### src/rtl/pipe_stage_reg.sv
// Generic inter-stage pipeline register with valid/ready handshake, optional
// 2-entry skid buffer, synchronous flush and bubble-masked control bits.
module pipe_stage_reg #(
  parameter int DATA_W = 16,
  parameter int CTRL_W = 4,
  parameter int SKID   = 1
) (
  input  logic              clk,
  input  logic              rst,
  input  logic              flush,
  input  logic              in_valid,
  output logic              in_ready,
  input  logic [CTRL_W-1:0] in_ctrl,
  input  logic [DATA_W-1:0] in_data,
  output logic              out_valid,
  input  logic              out_ready,
  output logic [CTRL_W-1:0] out_ctrl,
  output logic [DATA_W-1:0] out_data,
  output logic [1:0]        occupancy
);

  logic              main_v_q, main_v_d;
  logic              skid_v_q, skid_v_d;
  logic              in_ready_q, in_ready_d;
  logic [CTRL_W-1:0] main_ctrl_q, main_ctrl_d;
  logic [CTRL_W-1:0] skid_ctrl_q, skid_ctrl_d;
  logic [DATA_W-1:0] main_data_q, main_data_d;
  logic [DATA_W-1:0] skid_data_q, skid_data_d;
  logic [1:0]        occ_q, occ_d;
  logic              accept;
  logic              xfer;

  // With the skid buffer, in_ready comes straight from a flop so the
  // downstream stall never ripples combinationally into the upstream stage.
  assign in_ready  = (SKID != 0) ? in_ready_q : (~main_v_q | out_ready);
  assign accept    = in_valid & in_ready;
  assign xfer      = main_v_q & out_ready;
  assign out_valid = main_v_q;
  assign out_ctrl  = main_v_q ? main_ctrl_q : '0;
  assign out_data  = main_data_q;
  assign occupancy = occ_q;

  always_comb begin
    main_v_d    = main_v_q;
    skid_v_d    = skid_v_q;
    main_ctrl_d = main_ctrl_q;
    main_data_d = main_data_q;
    skid_ctrl_d = skid_ctrl_q;
    skid_data_d = skid_data_q;

    if (SKID != 0) begin
      if (!main_v_q) begin
        if (accept) begin
          main_v_d    = 1'b1;
          main_ctrl_d = in_ctrl;
          main_data_d = in_data;
        end
      end else if (!skid_v_q) begin
        if (accept && xfer) begin
          main_ctrl_d = in_ctrl;
          main_data_d = in_data;
        end else if (accept) begin
          skid_v_d    = 1'b1;
          skid_ctrl_d = in_ctrl;
          skid_data_d = in_data;
        end else if (xfer) begin
          main_v_d = 1'b0;
        end
      end else if (xfer) begin
        skid_v_d    = 1'b0;
        main_ctrl_d = skid_ctrl_q;
        main_data_d = skid_data_q;
      end
    end else begin
      if (accept) begin
        main_v_d    = 1'b1;
        main_ctrl_d = in_ctrl;
        main_data_d = in_data;
      end else if (xfer) begin
        main_v_d = 1'b0;
      end
    end

    // Flush only kills the valid bits; payload registers keep stale data.
    if (flush) begin
      main_v_d = 1'b0;
      skid_v_d = 1'b0;
    end

    occ_d      = {1'b0, main_v_d} + {1'b0, skid_v_d};
    in_ready_d = ~skid_v_d;
  end

  always_ff @(posedge clk) begin
    if (rst) begin
      main_v_q    <= 1'b0;
      skid_v_q    <= 1'b0;
      in_ready_q  <= 1'b1;
      main_ctrl_q <= '0;
      main_data_q <= '0;
      skid_ctrl_q <= '0;
      skid_data_q <= '0;
      occ_q       <= 2'd0;
    end else begin
      main_v_q    <= main_v_d;
      skid_v_q    <= skid_v_d;
      in_ready_q  <= in_ready_d;
      main_ctrl_q <= main_ctrl_d;
      main_data_q <= main_data_d;
      skid_ctrl_q <= skid_ctrl_d;
      skid_data_q <= skid_data_d;
      occ_q       <= occ_d;
    end
  end

endmodule

### config.mk
export PLATFORM = sky130hd
export DESIGN_NAME = pipe_stage_reg
export DESIGN_NICKNAME = d
export VERILOG_FILES = /design/src/rtl/pipe_stage_reg.sv
export SDC_FILE = /design/constraint.sdc
export NUM_CORES = 1
export LEC_CHECK = 0
export ABC_AREA = 0
export CAP_MARGIN = 20
export CORE_MARGIN = 4
export CORE_UTILIZATION = 35
export CTS_CLUSTER_SIZE = 40
export DETAILED_ROUTE_END_ITERATION = 8
export PLACE_DENSITY = 0.63
export RECOVER_POWER = 100
export REMOVE_ABC_BUFFERS = 1
export SLEW_MARGIN = 10
export SYNTH_ARGS = -nofsm -noshare
export SYNTH_HDL_FRONTEND = slang
export SYNTH_SLANG_ARGS = --single-unit
### constraint.sdc
create_clock -name clk -period 1.8 [get_ports clk]
set_input_delay 0.36 -clock clk [delete_from_list [all_inputs] [get_ports clk]]
set_output_delay 0.36 -clock clk [all_outputs]
set_load 0.05 [all_outputs]
# After elaboration in Yosys (flattened, before gate mapping)
# Index checks and enable logic that the tools add are counted.
# Widths: inputs -> output; s select.
[word_totals]
register_bits = 45
word_cells = 42
[classes]
add_sub_neg = 1
n_eq_ne = 2
muxes = 22
bitwise = 5
reduce_logical = 4
[ops]
columns = ["operator", "count"]
rows = [
  ["$mux 16", 5],
  ["$mux 4", 6],
  ["$mux 1", 11],
  ["$reduce_and 4->1", 1],
  ["$ne 3x1->1 const B", 1],
  ["$ne 3x2->1 const B", 1],
  ["$not 1->1", 3],
  ["$reduce_and 3->1", 1],
  ["$add 1x1->2", 1],
  ["$and 1x1->1", 2],
  ["$reduce_bool 2->1", 1],
  ["$logic_and 1x1->1", 1],
]

# Longest topological paths before layout
[logic_depth]
depth_word = 8
ltp_mapped = 6
mapped_depth_nobuf = 5

# Worst setup path after synthesis
# No wires, ideal clock.
[synth_path]
kind = "register -> register"
start = "register main_v_q, in the netlist out_valid"
end = "register occ_q[0], in the netlist occupancy[0]"
t_arrival_ns = 1.587
slack_ns = 0.096
stages_incl_launch_ff = 7
n_path_buf = 1
path_cell_list = "dfxtp_1 > buf_4 > a31oi_1 > a211o_1 > inv_1 > ha_1 > nor2b_1"
[synth_rtl]
columns = ["item", "line_no", "text"]
rows = [
  ["start, declared", "22", "logic main_v_q, main_v_d;"],
  ["start signal, assigned", "105", "main_v_q <= main_v_d;"],
  ["$and 1x1->1", "37", "assign xfer = main_v_q & out_ready;"],
  ["$logic_and 1x1->1", "59", "if (accept && xfer) begin"],
  ["$mux 1", "59", ""],
  ["$mux 1", "58", "end else if (!skid_v_q) begin"],
  ["$mux 1 (*)", "52", "if (!main_v_q) begin"],
  ["$mux 1 (*)", "85", "if (flush) begin"],
  ["via skid_v_d", "23", "logic skid_v_q, skid_v_d;"],
  ["$add 1x1->2 (*)", "90", "occ_d = {1'b0, main_v_d} + {1'b0, skid_v_d};"],
  ["via occ_d[0]", "29", "logic [1:0] occ_q, occ_d;"],
  ["end signal, assigned", "103", "occ_q <= 2'd0;"],
  ["end signal, assigned", "112", "occ_q <= occ_d;"],
  ["end, declared", "29", ""],
]
# The timed path passes the listed nets; every way through them passes the cells marked *.
# A chain may end at the register's enable or synchronous reset.

# Worst setup path after layout
[layout_path]
start = "register main_v_q, in the netlist out_valid"
end = "output out_ctrl[0]"
[layout_between]
elab_chain_cells = 1
[layout_lines]
columns = ["item", "line_no", "text"]
rows = [
  ["$mux 4", "39", "assign out_ctrl = main_v_q ? main_ctrl_q : '0;"],
  ["end, declared", "17", "output logic [CTRL_W-1:0] out_ctrl,"],
]
# No other way between the ends.

==> metrics.yaml <==
sta:
  relSlewSlack: 0.600
  fmax_mhz: 621
  setup_viol: 0
  slew_violations: 0
  rsz0062_at_grt: "no"
  hold_violations: 0
  period_needed_ns: 1.61
  skew_ns: 0.0101
  finalSetupTns_ns: 0
  finalCritPeriodShare: 0.895
  tightest_slew_ns: 0.602
power_and_ir_drop:
  clockPowerShare: 0.314
  p_total_uw: 2110
  sw_frac_of_total: 0.289
  power.density_nw_per_um2: 790
  ir_drop_v: 0.000371
  switchingPower_uw: 608
  power_leakage_uw: 0.00109
  power_frac_comb: 0.181
  power.share.sequential: 0.506
  p_int_uw: 1500
synthesis:
  synth_xor_area_frac: 0
  postSynthCellCount: 205
  synth_compound_area_frac: 0.182
  synth_mux_area_frac: 0.186
  synth_top_family_by_area: "multiplexers"
  synthTopCellsByArea: "dfxtp_1 42%, mux2i_1 19%, nand2b_1 12%, a211oi_2 12%, a21oi_1 4.9%"
  synthAdderAreaFrac: 0.00582
  synth_edf_count: 0
  ys_seq_elements: 45
  synthArstFlopShare: 0
  synth.top_cell.area_share: 0.419
  yosys.area.top_type: "dfxtp_1"
  ys_warn_count: 0
  synth_cell_types: 24
  synth_most_common_cell: "dfxtp_1"
  yosys.area_share.simple: 0.151
  netlist_top_cells_count: "45 x dfxtp_1, 41 x nand2b_1, 40 x mux2i_1, 21 x a21oi_1, 20 x a211oi_2"
  avgSynthCellArea_um2: 10.5
  synth_area_um2: 2150
  synth_ff_type: "dfxtp_1"
  seq_area_frac_synth: 0.419
cells_and_area:
  syn2layout_area_growth_pct: 24.1
  drive_gt1_frac: 0.133
  diodes: 0
  fillerInstances: 624
  nets: 281
global_route:
  use_met3: 0.0380
  grt_pass1_vias: 1645
  met2_usage: 0.223
  grt.busiest_layer: "met2"
  grt_util_met1: 0.176
  grt_pass1_wl_mm: 8.05
  antenna_found_initial: 0
  globalRouteOverflowTotal: 0
  grt_usage: 0.137
  grt_max_degree: 26
worst_setup_path:
  required_ns: 1.44
  crit_chain: "and2_0, buf_12"
  critical_path.slowest_cell: "dfxtp_1"
  path_depth: 2
  path_max_fanout: 11
  worstPathArrival_ns: 1.25
  path_buf_inv: 1
  worst_r2r_path_depth: 4
  cp_slowest_stage_delay_ns: 0.52
  crit_type: "register to output port"
  critPathLaunchType: "register"
  cp_top_family: "flip-flops"
  cp-end-kind: "output port"
die:
  coreArea_um2: 5960
  ios: 49
  die_x_um: 86.4
  chipHeight_um: 86.4
  die-area_um2: 7460
  rows: 28
  start_util: 0.361
cts:
  cts_made_buffers: 5
  tritoncts: "yes"
  htree_levels: 2
  worstSkewPairLatency_ns: 0.30
  root_buffer: "clkbuf_8"
  path_clk_slew_ns: 0.09
  cts.path.max_buffers: 2
  cts-resized-gates: 0
  cts_sinks: 45
  ctsHoldBuffers: 0
  postCtsSetupBuffers: 0
hold_path:
  hold_depth: 2
  min_path_type: "input port to register"
route:
  route.vias.total: 1605
  drt-vias-per-instance: 4.85
  drc: 0
  drtIter0Drc: 67
  drtPass1Iterations: 4
  drtAntennaViolNets: 0
  drt_wl_total_mm: 4.73
  avgRoutedWirePerCell_um: 14.3
placement:
  hpwl_mm: 3.29
  io_buffers: 48
  place_congestion: 0.749
run_status:
  status: "completed"
job:
  drv_cap: 0
routing by layer:
layer,wire length [um],vias to the layer above,share of wire
met1,2220,757,0.47
met4,44,0,0.0093
li1,-,816,-
met2,2210,28,0.47
met5,0,-,0
met3,253,4,0.054
cell type report:
class                   instances  area [um^2]  share of cell area
clock inverters                 2         13.8             0.00516
clock buffers                   6         82.6              0.0310
repair buffers                 61          512               0.192
well taps                      75         93.8              0.0352
multi-input cells             140         1060               0.396
inverters                       2         7.51             0.00281
flip-flops and latches         45          901               0.338
cell families after synthesis:
kind of cell / count (synthesis)
adders and majority gates: 1
muxes: 40
buffers and inverters: 20
and+or+nand+nor: 53
DFF: 45
AOI/OAI and AO/OA: 46
cell usage in the layout, fill, tap and decap left out, types with 2 or more instances in the layout:
cell / n
mux2i_1: 40
nand2b_1: 41
nand2_1: 2
inv_1: 2
clkbuf_8: 6
clkbuf_1: 19
and2_0: 5
clkbuf_2: 2
a211oi_2: 5
dfxtp_1: 45
nor2b_1: 2
buf_12: 6
buf_4: 9
a21oi_1: 21
a211oi_1: 16
clkdlybuf4s50_1: 23
power groups by stage:
stage | clock network, uW | registers (uW) | logic (uW)
6_report | 661 | 1060 | 380
5_1_grt | 721 | 1070 | 411
4_1_cts | 693 | 1070 | 442
3_5_place_dp | 0 | 1090 | 442
3_3_place_gp | 0 | 1090 | 438
2_1_floorplan | 0 | 1190 | 147
per-stage QoR:
stage | util | area [um^2] | instances | hold WS, ns | worst slack (ns)
3_5_place_dp | 0.460 | 2740 | 323 | 0.467 | -0.0172
6_report | 0.448 | 2670 | 331 | 0.441 | 0.189
5_1_grt | 0.448 | 2670 | 331 | 0.471 | 0.106
2_1_floorplan | - | 2040 | 187 | 0.425 | -1.89
3_3_place_gp | 0.460 | 2740 | 323 | 0.457 | 0.00654
4_1_cts | 0.476 | 2830 | 331 | 0.467 | 0.221
state kept, by name (all words and copies together), names as in the netlist:
| signal | count |
|---|---|
| skid_v_q | 1 |
| out_valid | 1 |
| occupancy | 2 |
| skid_ctrl_q | 4 |
| main_ctrl_q | 4 |
| in_ready | 1 |
| skid_data_q | 16 |
| out_data | 16 |
worst paths after layout:
path | slack, ns | to | from
max reg2reg | 0.28 | skid_data_q[11]$_SDFFE_PP0P_ | out_valid$_SDFF_PP0_
min reg2reg | 0.48 | skid_data_q[9]$_SDFFE_PP0P_ | skid_data_q[9]$_SDFFE_PP0P_
min | 0.44 | out_data[12]$_SDFFE_PP0P_ | rst
max | 0.19 | out_ctrl[0] | out_valid$_SDFF_PP0_
Power figures use the tool's default switching activity.
